==> src/rtl/uart_serial_core_pkg.sv <==
// Shared 8N1 frame constants and FSM state types for the UART core.
// Imported by the transmitter, receiver and top-level wrapper.
package uart_serial_core_pkg;

    localparam int DATA_BITS  = 8;
    localparam int FRAME_BITS = 10;

    localparam logic START_BIT = 1'b0;
    localparam logic STOP_BIT  = 1'b1;

    typedef enum logic {
        TX_IDLE,
        TX_SEND
    } tx_state_t;

    typedef enum logic {
        RX_IDLE,
        RX_RECV
    } rx_state_t;

endpackage

==> src/rtl/uart_receiver.sv <==
// 8N1 receiver: synchronizes serial_in, mid-bit samples, holds last byte.
// Ports: clk, rst, serial_in, data_out[7:0], data_out_valid, data_out_ready.
module uart_receiver
    import uart_serial_core_pkg::*;
#(
    parameter int CLOCK_FREQ = 125_000_000,
    parameter int BAUD_RATE  = 115_200
) (
    input  logic                 clk,
    input  logic                 rst,
    input  logic                 serial_in,
    output logic [DATA_BITS-1:0] data_out,
    output logic                 data_out_valid,
    input  logic                 data_out_ready
);

    localparam int SYMBOL_EDGE_TIME = CLOCK_FREQ / BAUD_RATE;
    localparam int SAMPLE_TIME = SYMBOL_EDGE_TIME / 2;
    localparam int CW = $clog2(SYMBOL_EDGE_TIME + 1);
    localparam logic [CW-1:0] SYM_LAST = CW'(SYMBOL_EDGE_TIME - 1);
    localparam logic [CW-1:0] SAMPLE_PT = CW'(SAMPLE_TIME);
    localparam logic [3:0] BIT_LAST = 4'(FRAME_BITS - 1);

    rx_state_t state, state_nxt;

    logic                 sync_q1;
    logic                 sync_q2;
    logic [DATA_BITS-1:0] shift;
    logic [CW-1:0]        sym_cnt;
    logic [3:0]           bit_cnt;
    logic                 sample;
    logic                 last;
    logic                 good;

    assign sample = (state == RX_RECV) && (sym_cnt == SAMPLE_PT);
    assign last   = sample && (bit_cnt == BIT_LAST);
    assign good   = last && (sync_q2 == STOP_BIT);

    always_ff @(posedge clk) begin
        if (rst) begin
            sync_q1 <= 1'b1;
            sync_q2 <= 1'b1;
        end else begin
            sync_q1 <= serial_in;
            sync_q2 <= sync_q1;
        end
    end

    always_ff @(posedge clk) begin
        if (rst) begin
            state <= RX_IDLE;
        end else begin
            state <= state_nxt;
        end
    end

    always_comb begin
        state_nxt = state;
        unique case (state)
            RX_IDLE: begin
                if (sync_q2 == START_BIT) begin
                    state_nxt = RX_RECV;
                end
            end
            RX_RECV: begin
                if (last) begin
                    state_nxt = RX_IDLE;
                end
            end
            default: state_nxt = RX_IDLE;
        endcase
    end

    // The start sample is shifted in first and falls out after eight data
    // samples, leaving data[0] in bit 0 when the stop sample arrives.
    always_ff @(posedge clk) begin
        if (rst) begin
            shift   <= '0;
            sym_cnt <= '0;
            bit_cnt <= '0;
        end else if (state == RX_IDLE) begin
            sym_cnt <= '0;
            bit_cnt <= '0;
        end else begin
            sym_cnt <= (sym_cnt == SYM_LAST) ? '0 : sym_cnt + 1'b1;
            if (sample && !last) begin
                shift   <= {sync_q2, shift[DATA_BITS-1:1]};
                bit_cnt <= bit_cnt + 4'd1;
            end
        end
    end

    // A fresh byte beats a same-cycle consume.
    always_ff @(posedge clk) begin
        if (rst) begin
            data_out       <= '0;
            data_out_valid <= 1'b0;
        end else if (good) begin
            data_out       <= shift;
            data_out_valid <= 1'b1;
        end else if (data_out_valid && data_out_ready) begin
            data_out_valid <= 1'b0;
        end
    end

endmodule

==> src/rtl/uart_transmitter.sv <==
// 8N1 transmitter: latches a byte on valid/ready, shifts out LSB first.
// Ports: clk, rst, data_in[7:0], data_in_valid, data_in_ready, serial_out.
module uart_transmitter
    import uart_serial_core_pkg::*;
#(
    parameter int CLOCK_FREQ = 125_000_000,
    parameter int BAUD_RATE  = 115_200
) (
    input  logic                 clk,
    input  logic                 rst,
    input  logic [DATA_BITS-1:0] data_in,
    input  logic                 data_in_valid,
    output logic                 data_in_ready,
    output logic                 serial_out
);

    localparam int SYMBOL_EDGE_TIME = CLOCK_FREQ / BAUD_RATE;
    localparam int CW = $clog2(SYMBOL_EDGE_TIME + 1);
    localparam logic [CW-1:0] SYM_LAST = CW'(SYMBOL_EDGE_TIME - 1);
    localparam logic [3:0] BIT_LAST = 4'(FRAME_BITS - 1);

    tx_state_t state, state_nxt;

    logic [FRAME_BITS-1:0] shift;
    logic [CW-1:0]         sym_cnt;
    logic [3:0]            bit_cnt;
    logic                  sym_end;
    logic                  frame_end;
    logic                  accept;

    assign sym_end   = (sym_cnt == SYM_LAST);
    assign frame_end = sym_end && (bit_cnt == BIT_LAST);
    assign accept    = data_in_valid && (state == TX_IDLE);

    always_ff @(posedge clk) begin
        if (rst) begin
            state <= TX_IDLE;
        end else begin
            state <= state_nxt;
        end
    end

    always_comb begin
        state_nxt     = state;
        data_in_ready = 1'b0;
        serial_out    = STOP_BIT;
        unique case (state)
            TX_IDLE: begin
                data_in_ready = 1'b1;
                if (data_in_valid) begin
                    state_nxt = TX_SEND;
                end
            end
            TX_SEND: begin
                serial_out = shift[0];
                if (frame_end) begin
                    state_nxt = TX_IDLE;
                end
            end
            default: state_nxt = TX_IDLE;
        endcase
    end

    // The whole frame is preloaded, so bit 0 is always the symbol on the line.
    always_ff @(posedge clk) begin
        if (rst) begin
            shift   <= '1;
            sym_cnt <= '0;
            bit_cnt <= '0;
        end else if (accept) begin
            shift   <= {STOP_BIT, data_in, START_BIT};
            sym_cnt <= '0;
            bit_cnt <= '0;
        end else if (state == TX_SEND) begin
            if (sym_end) begin
                sym_cnt <= '0;
                bit_cnt <= frame_end ? 4'd0 : bit_cnt + 4'd1;
                shift   <= {STOP_BIT, shift[FRAME_BITS-1:1]};
            end else begin
                sym_cnt <= sym_cnt + 1'b1;
            end
        end
    end

endmodule

==> src/rtl/uart_serial_core.sv <==
// Full-duplex 8N1 UART: transmitter and receiver side by side.
// Ports: clk, rst, data_in/valid/ready, data_out/valid/ready, serial_in/out.
module uart_serial_core
    import uart_serial_core_pkg::*;
#(
    parameter int CLOCK_FREQ = 125_000_000,
    parameter int BAUD_RATE  = 115_200
) (
    input  logic                 clk,
    input  logic                 rst,
    input  logic [DATA_BITS-1:0] data_in,
    input  logic                 data_in_valid,
    output logic                 data_in_ready,
    output logic [DATA_BITS-1:0] data_out,
    output logic                 data_out_valid,
    input  logic                 data_out_ready,
    input  logic                 serial_in,
    output logic                 serial_out
);

    uart_transmitter #(
        .CLOCK_FREQ(CLOCK_FREQ),
        .BAUD_RATE (BAUD_RATE)
    ) u_tx (
        .clk          (clk),
        .rst          (rst),
        .data_in      (data_in),
        .data_in_valid(data_in_valid),
        .data_in_ready(data_in_ready),
        .serial_out   (serial_out)
    );

    uart_receiver #(
        .CLOCK_FREQ(CLOCK_FREQ),
        .BAUD_RATE (BAUD_RATE)
    ) u_rx (
        .clk           (clk),
        .rst           (rst),
        .serial_in     (serial_in),
        .data_out      (data_out),
        .data_out_valid(data_out_valid),
        .data_out_ready(data_out_ready)
    );

endmodule

==> config.mk <==
export PLATFORM = sky130hd
export DESIGN_NAME = uart_serial_core
export DESIGN_NICKNAME = d
export VERILOG_FILES = /design/src/rtl/uart_serial_core_pkg.sv /design/src/rtl/uart_receiver.sv /design/src/rtl/uart_transmitter.sv /design/src/rtl/uart_serial_core.sv
export SDC_FILE = /design/constraint.sdc
export NUM_CORES = 1
export LEC_CHECK = 0
export ABC_AREA = 1
export BUFFER_PORTS_ARGS = -buffer_cell sky130_fd_sc_hd__buf_2
export CORE_MARGIN = 5
export CORE_UTILIZATION = 47
export DETAILED_ROUTE_END_ITERATION = 10
export HOLD_SLACK_MARGIN = 0.1
export PLACE_DENSITY_LB_ADDON = 0.12
export SYNTH_ARGS = -nofsm -noshare
export SYNTH_HDL_FRONTEND = slang
export SYNTH_SLANG_ARGS = --single-unit
export TNS_END_PERCENT = 50
==> constraint.sdc <==
create_clock -name clk -period 1.73 [get_ports clk]
set_input_delay 0.346 -clock clk [delete_from_list [all_inputs] [get_ports clk]]
set_output_delay 0.346 -clock clk [all_outputs]
set_load 0.01 [all_outputs]
==> results.yml, run 1 <==
die:
  fp.dieArea_um2: 7830
  rows: 28
  core_area_um2: 5960
  die_x_um: 88.5
  io_pins: 24
  die_y_um: 88.5
  initial_core_util_pct: 48.6
logic_synthesis:
  synthCells: 410
  ys_types: 31
  synthTopCellsByArea: "dfxtp_1, nand2_1, nor2_1, inv_1, nand3_1"
  ys_seq_area_share_pct: 41.5
  syn-mean-instance-area_um2: 7.06
  synth-seq-cells: 60
  synth_area_leader_cell: "dfxtp_1"
  synthesis.nets: 432
  yosysWarnings: 0
  synth_top_area_share_pct: 41.5
  synth_area_um2: 2890
final_layout:
  antenna_cells: 0
  fin_cells: 519
  syn2layout_area_growth_pct: 15.3
  fin_util_pct: 56.1
  drive_gt1_share_pct: 16.2
  nets: 461
cts:
  cts_tree: "yes"
  path_clk_slew_ns: 0.07
  post_cts_resized: 1
  cts_buffers: 9
  postCtsHoldBufs: 0
  insertion_delay_ns: 0.33
  cts.sinks: 60
  htree_levels: 3
  clk_path_buf_depth: 2
  postCtsSetupBuffers: 0
  clockRootBuffer: "clkbuf_8"
worst_setup_path:
  arrival_ns: 1.29
  crit_path_end_kind: "primary output"
  critPathKind: "reg -> out"
  crit_required_ns: 1.38
  worst_r2r_path_depth: 6
  critPathMaxFanout: 15
  crit_path_start_kind: "flop"
timing:
  drv_slew: 0
  final.min_clock_period_ns: 1.64
  relSlewSlack_pct: 75.0
  fin_crit_sh_pct: 94.7
  achievable-frequency_ghz: 0.610
  setup_viol: 0
  finalWorstSetupSlack_ns: 0.0915
  fin_tns_setup_ns: 0
  hold_ws_ns: 0.211
  tightest_slew_ns: 0.374
  rsz0062_at_grt: "false"
  hold_viol_final: 0
  finClkSkew_ns: 0.00873
drt:
  drt-wirelength-per-cell_um: 10.7
  dr_total_vias: 2440
  wirelength_mm: 5.56
  detail-route-antenna-nets: 0
  drc: 0
  dr.pass1.iters: 4
  vias_per_cell: 4.70
  drt_iter0_drc: 98
pwr:
  powerDensity_nw_per_um2: 957
  peakVddDrop_mv: 0.479
  p_leak_nw: 1.57
place:
  dpl.cell_count: 503
  portBuffers: 23
  dp_hpwl_mm: 3.95
  gp_congestion: 0.806
  pre_cts_ws_ns: 0.200
grt:
  gr-usage-all-layers_pct: 15.9
  grt_max_degree: 26
  grt-ovfl-total: 0
  grt_pass1_wl_mm: 9.92
  grt_pass1_vias: 2225
  antenna_found_initial: 0
flow_run:
  max-cap-violations: 0
worst_hold_path:
  hold_class: "in -> reg"
  hold_path_depth: 2
status:
  status: "finished clean"
## logic make-up (layout without fill, tap and decap cells)
| logic type | Yosys count | count (layout) | synth area share [%] |
|---|---|---|---|
| AOI/OAI and AO/OA | 30 | 30 | 5.40 |
| and+or+nand+nor | 235 | 235 | 37.2 |
| adders and majority gates | 9 | 9 | 3.89 |
| xor gates and xnor gates | 7 | 7 | 2.12 |
| buffers and inverters | 69 | 103 | 9.90 |
| DFF | 60 | 60 | 41.5 |
## worst max-delay path, stage by stage, from the launching register on
cell and delay [ns]:
dfxtp_2 0.39, inv_2 0.14, or2_2 0.29, buf_2 0.14
## cell usage in the layout, fill, tap and decap left out
master and instances:
o21ai_0 5, nor2_4 2, nor2_1 70, nand2_2 5, nand2_4 2, dfxtp_1 59, or2_2 3, o21a_1 1
nand3_1 28, a211oi_1 1, nand3_4 2, inv_2 9, a31oi_1 1, xnor2_1 1, xor2_1 6, ha_1 9
nand3_2 1, nand4_4 1, nor2_2 3, o21ai_1 5, buf_2 23, buf_4 3, inv_1 52, dfxtp_2 1
nor3b_1 1, nor2_8 1, a21oi_1 17, nand4_1 7, nor3_1 10, bufinv_16 3, nand2_1 99, clkbuf_8 13
## state kept, by name (all words and copies together), names as in the netlist
signal               flops
u_rx.bit_cnt             4
u_rx.data_out            8
u_rx.data_out_valid      1
u_rx.shift               8
u_rx.state               1
u_rx.sym_cnt            11
u_rx.sync_q1             1
u_rx.sync_q2             1
u_tx.bit_cnt             4
u_tx.shift               9
u_tx.state               1
u_tx.sym_cnt            11
## metrics by stage
| step | power [mW] | instance area (µm²) |
|---|---|---|
| global placement | 1.57 | 3070 |
| floorplan | 1.54 | 2890 |
| detailed placement | 1.58 | 3070 |
| CTS | 3.25 | 3340 |
| global route | 3.33 | 3340 |
| finish | 3.20 | 3340 |
## report_power, final
part	switching, mW	internal (mW)
combinational	0.0765	0.0445
sequential	0.0166	1.41
clock	0.535	1.12
total	0.628	2.57
## layer usage
metal / vias to the layer above / track usage [%] / routed length [µm]
met5: - / 0 / 0
met4: 0 / 7.69 / 47
met3: 4 / 3.07 / 174
met2: 34 / 23.5 / 2470
met1: 1073 / 22.3 / 2870
li1: 1329 / - / -
## final cells by class
type                            count  area (µm²)
Timing Repair Buffer               26         138
Clock buffer                       13         179
Fill cell                         607        2620
Clock inverter                      3        90.1
Sequential cell                    60        1200
Multi-Input combinational cell    281        1410
Tap cell                           75        93.8
Inverter                           61         229
## cell usage after synthesis
cell type / count
a31oi_1: 1
xor2_1: 6
buf_4: 3
nand4_1: 7
nor2_4: 2
nor2_8: 1
or2_2: 3
o21ai_1: 5
nand3_1: 28
nor3b_1: 1
nor2_1: 70
o21a_1: 1
ha_1: 9
a21oi_1: 17
buf_2: 1
clkbuf_1: 2
o21ai_0: 5
xnor2_1: 1
dfxtp_1: 60
a211oi_1: 1
nand2_1: 99
nand4_4: 1
nand2_4: 2
nand3_4: 2
buf_6: 2
nand3_2: 1
nor3_1: 10
nand2_2: 5
nor2_2: 3
inv_1: 52
inv_2: 9
## path summary, 6_finish.rpt
| path | startpoint | end | slack [ns] |
|---|---|---|---|
| max reg2reg | u_rx.bit_cnt[0] | u_rx.data_out[3] | 0.24 |
| max | u_tx.state | serial_out | 0.09 |
| min reg2reg | u_rx.sync_q1 | u_rx.sync_q2 | 0.42 |
| min | serial_in | u_rx.sync_q1 | 0.21 |
(Power assumes the default switching activity.)
==> run 2: changes to the inputs <==
CORE_UTILIZATION = 50   (was 47)
==> run 2 against run 1 <==
  * Total power fell by 12%
  * Non-clock buffer count did not move
  * Clock skew barely moved
  * Clock power fell by 23%
  * Final cell count fell by 0.77%
  * Worst hold slack got worse by 0.0058 ns
==> results.yml, run 2 (synthesis results as in run 1) <==
worst_setup_path:
  crit_required_ns: 1.38
  critPathKind: "reg -> out"
  crit_path_end_kind: "primary output"
  critPathBufInv: 2
  slowest_delay_ns: 0.39
  critPathMaxFanout: 15
  path_cells: "inv_2 -> or2_2 -> buf_2"
  arrival_ns: 1.29
  crit_family: "flip-flops"
  crit_path_start_kind: "flop"
  slowest_stage: "dfxtp_2"
grt:
  antenna_found_initial: 0
  gr-usage-all-layers_pct: 16.4
  grt-ovfl-total: 0
  grt_max_degree: 26
  grt_pass1_vias: 2324
  grt_pass1_wl_mm: 9.86
cts:
  postCtsSetupBuffers: 0
  cts.sinks: 60
  postCtsHoldBufs: 0
  clk_path_buf_depth: 2
  post_cts_resized: 1
  insertion_delay_ns: 0.33
  clockRootBuffer: "clkbuf_8"
  cts_buffers: 9
  htree_levels: 3
  cts_tree: "yes"
  path_clk_slew_ns: 0.07
die:
  core_area_um2: 5570
  die_y_um: 86.1
  initial_core_util_pct: 51.9
  rows: 27
  io_pins: 24
  die_x_um: 86.1
  fp.dieArea_um2: 7410
final_layout:
  fin_cells: 515
  nets: 461
  reg_top3: "u_rx.sym_cnt: 11 flops, u_tx.sym_cnt: 11 flops, u_tx.shift: 9 flops"
  antenna_cells: 0
  nFillCells: 541
  layout_commonest_cell: "nand2_1"
  drive_gt1_share_pct: 16.0
  syn2layout_area_growth_pct: 12.8
  final_cell_mix: "nand2_1, nor2_1, dfxtp_1"
timing:
  relSlewSlack_pct: 77.5
  rsz0062_at_grt: "false"
  hold_viol_final: 0
  fin_tns_setup_ns: 0
  drv_slew: 0
  final.min_clock_period_ns: 1.64
  fin_crit_sh_pct: 94.8
  achievable-frequency_ghz: 0.609
  tightest_slew_ns: 0.336
  finClkSkew_ns: 0.00889
  setup_viol: 0
pwr:
  peakVddDrop_mv: 0.481
  p_leak_nw: 1.54
  totalPowerFinal_mw: 2.81
  powerDensity_nw_per_um2: 861
worst_hold_path:
  hold_class: "in -> reg"
drt:
  drc: 0
  wirelength_mm: 5.43
  drt_iter0_drc: 80
  drt-wirelength-per-cell_um: 10.5
  dr_total_vias: 2456
  vias_per_cell: 4.77
  detail-route-antenna-nets: 0
  dr.pass1.iters: 4
flow_run:
  max-cap-violations: 0
place:
  dpl.cell_count: 500
  portBuffers: 23
  dp_hpwl_mm: 3.92
  gp_congestion: 0.823
status:
  status: "finished clean"
run 2: path summary, 6_finish.rpt:
path / startpoint / end / slack (ns) / depth (start not counted)
max: u_tx.state / serial_out / 0.09 / 3
min: serial_in / u_rx.sync_q1 / 0.21 / 2
max reg2reg: u_rx.sym_cnt[0] / u_rx.data_out[1] / 0.22 / 8
min reg2reg: u_rx.sync_q1 / u_rx.sync_q2 / 0.41 / 1
run 2: final cells by class:
class,count,area [µm²],share of cell area (%)
clock buffer,11,151,4.64
inverter,61,229,7.01
sequential,60,1200,36.8
clock inverter,4,48.8,1.49
tap,72,90.1,2.76
timing repair buffer,26,138,4.21
multi-input combinational,281,1410,43.1
run 2: metal layers:
metal / global-route usage (%) / vias to the layer above / part of all wire, %
met5: 0 / - / 0
met4: 7.63 / 0 / 1.7
met3: 4.13 / 8 / 3.4
met2: 26.8 / 33 / 45
met1: 20.2 / 1087 / 50
li1: - / 1328 / -
run 2: power breakdown:
group	switching (mW)	internal, mW	total, mW	leakage, nW
registers	0.0173	1.41	1.42	0.487
clock network	0.534	0.733	1.27	0.105
logic	0.0765	0.0448	0.121	0.950
run 2: metrics by stage:
step	util (%)	cell area (µm²)	setup slack [ns]	hold WS, ns
6_report	58.6	3270	0.0892	0.205
5_1_grt	58.6	3270	0.0323	0.199
4_1_cts	58.6	3270	0.0816	0.193
3_5_place_dp	55.0	3060	0.187	0.397
3_3_place_gp	55.0	3060	0.262	0.394
2_1_floorplan	-	2890	0.354	0.389
==> run 3: changes to the inputs <==
ABC_AREA = default   (was 1)
==> run 3 against run 2 <==
  * The run now ends with negative setup slack left
  * Via count shrank 6.9%
  * Largest cell class unchanged
  * Largest power group unchanged
  * Final cell count fell by 16%
  * Wire length increased by 2.1%
  * Sequential cell count unchanged
==> results.yml, run 3 <==
timing:
  achievable-frequency_ghz: 0.519
  finClkSkew_ns: 0.00585
  fin_crit_sh_pct: 111
  finalWorstSetupSlack_ns: -0.198
  relSlewSlack_pct: 53.5
  rsz0062_at_grt: "true"
  final.min_clock_period_ns: 1.93
  tightest_slew_ns: 0.696
  setup_viol: 23
  hold_viol_final: 0
  drv_slew: 0
final_layout:
  syn2layout_area_growth_pct: 26.9
  nets: 378
  antenna_cells: 0
  fin_util_pct: 65.7
  fin_area_um2: 3380
  drive_gt1_share_pct: 28.8
  reg_top3: "u_rx.sym_cnt: 11 flops, u_tx.sym_cnt: 11 flops, u_tx.shift: 9 flops"
  final_cell_mix: "dfxtp_1, buf_4, nor2_1, nand2_1"
  layout_commonest_cell: "dfxtp_1"
  nFillCells: 487
pwr:
  powerDensity_nw_per_um2: 803
  p_leak_nw: 1.29
  peakVddDrop_mv: 0.482
  totalPowerFinal_mw: 2.72
cts:
  path_clk_slew_ns: 0.07
  clockRootBuffer: "clkbuf_8"
  cts_tree: "yes"
  insertion_delay_ns: 0.33
  clk_path_buf_depth: 2
  htree_levels: 3
  cts.sinks: 60
  cts_buffers: 9
worst_setup_path:
  critPathKind: "reg -> reg"
  critPathMaxFanout: 4
  slowest_stage: "or4_4"
  crit_path_end_kind: "flop"
  slowest_delay_ns: 0.56
  arrival_ns: 2.19
  crit_path_start_kind: "flop"
  crit_required_ns: 1.99
  path_cells: "or3b_4 -> or4_4 -> or4_1 -> a21oi_1"
  crit_family: "simple AND/OR/NAND/NOR gates"
  critPathBufInv: 0
logic_synthesis:
  synth_area_leader_cell: "dfxtp_1"
  synth_top_area_share_pct: 45.1
  synth_area_um2: 2660
  synth_mux_area_share_pct: 6.39
  synthAdderAreaFrac_pct: 4.23
  synthesis.nets: 318
  synth_top_family_by_area: "simple AND/OR/NAND/NOR gates"
  synth-compound-area-share_pct: 8.98
  ys_async_sr_fraction_pct: 0
  synth-simple-area-share_pct: 27.3
  synth_xor_area_share_pct: 4.28
  synth_flop_cell: "dfxtp_1"
  yosysMostFrequentCell: "dfxtp_1"
  synthCells: 296
  synthTopCellsByArea: "dfxtp_1, mux2i_1, nand2b_1, nand3_1, ha_1"
  syn-mean-instance-area_um2: 9.00
  ys_seq_area_share_pct: 45.1
  synth-seq-cells: 60
  synth_edf_count: 0
  synthTopCellsByCount: "dfxtp_1, nand2_1, nor2_1"
  yosysWarnings: 0
  ys_types: 43
status:
  violations: "negative setup slack"
  status: "finished with violations"
die:
  initial_core_util_pct: 51.8
  rows: 26
  fp.dieArea_um2: 6880
  die_y_um: 83.0
  io_pins: 24
  die_x_um: 83.0
  core_area_um2: 5140
drt:
  detail-route-antenna-nets: 0
  dr_total_vias: 2286
  drt-wirelength-per-cell_um: 12.9
  wirelength_mm: 5.54
  dr.pass1.iters: 5
  vias_per_cell: 5.30
  drt_iter0_drc: 98
  drc: 0
place:
  dp_hpwl_mm: 3.84
  gp_congestion: 0.799
  placed_area_um2: 3100
  portBuffers: 23
grt:
  antenna_found_initial: 0
  grt_pass1_vias: 2216
  grt_pass1_wl_mm: 9.73
  gr-usage-all-layers_pct: 16.7
  grt_max_degree: 21
  grt-ovfl-total: 0
worst_hold_path:
  hold_class: "in -> reg"
flow_run:
  max-cap-violations: 0
run 3: cell types whose count changed after synthesis, moves of 6 or more:
cell      previous run  this run
nor2_1              70        25
nor3_1              10         2
xnor2_1              1         7
clkbuf_1             2        10
inv_2                9         0
nand2b_1             0        22
nand2_1             99        25
inv_1               52        12
mux2i_1              0        17
run 3: report_power, final:
group	internal, mW	switching, mW	leakage (nW)
logic	0.0587	0.0685	0.705
registers	1.41	0.0126	0.489
clock network	0.635	0.535	0.0917
total	2.10	0.616	1.29
run 3: kinds of logic (layout without fill, tap and decap cells):
family,count (synthesis),in the layout
AOI/OAI and AO/OA,38,38
xor gates and xnor gates,13,13
adders and majority gates,9,9
buffers and inverters,24,89
DFF,60,60
muxes,17,17
and+or+nand+nor,135,135
run 3: area by class of cell:
class	count	area [µm²]	share of cell area, %
inverters	12	45.0	1.33
repair buffers	61	429	12.7
clock buffers	13	169	5.00
clock inverters	3	20.0	0.592
well taps	70	87.6	2.59
multi-input cells	212	1420	42.1
flip-flops and latches	60	1210	35.7
run 3: routing by layer:
| metal | track usage, % | up-vias | part of all wire (%) |
|---|---|---|---|
| li1 | - | 1156 | - |
| met1 | 22.1 | 1079 | 50 |
| met2 | 26.5 | 43 | 45 |
| met3 | 3.66 | 8 | 3.7 |
| met4 | 6.69 | 0 | 1.3 |
| met5 | 0 | - | 0 |
run 3: through the flow:
| step | setup TNS, ns | setup slack (ns) | instances | hold slack (ns) |
|---|---|---|---|---|
| final | -2.39 | -0.198 | 431 | 0.199 |
| after global routing | -4.08 | -0.243 | 431 | 0.196 |
| after CTS | -2.40 | -0.183 | 428 | 0.189 |
| after detailed placement | -1.16 | -0.219 | 411 | 0.414 |
| after global placement | -0.826 | -0.184 | 411 | 0.398 |
| after floorplan | -1.35 | -0.244 | 296 | 0.389 |
run 3: final timing paths:
check | start | end | slack [ns] | cells past startpoint
min reg2reg | u_rx.sync_q1 | u_rx.sync_q2 | 0.43 | 1
max | u_rx.sym_cnt[10] | u_rx.bit_cnt[2] | -0.20 | 4
min | serial_in | u_rx.sync_q1 | 0.20 | 2
max reg2reg | u_rx.sym_cnt[10] | u_rx.bit_cnt[2] | -0.20 | 4
run 3: timing repair:
item	4_1_cts	5_1_grt
setup endpoints to repair	21	43
pin swaps	2	10
hold buffers	0	0
buffers inserted	1	3
gates resized for setup	0	17
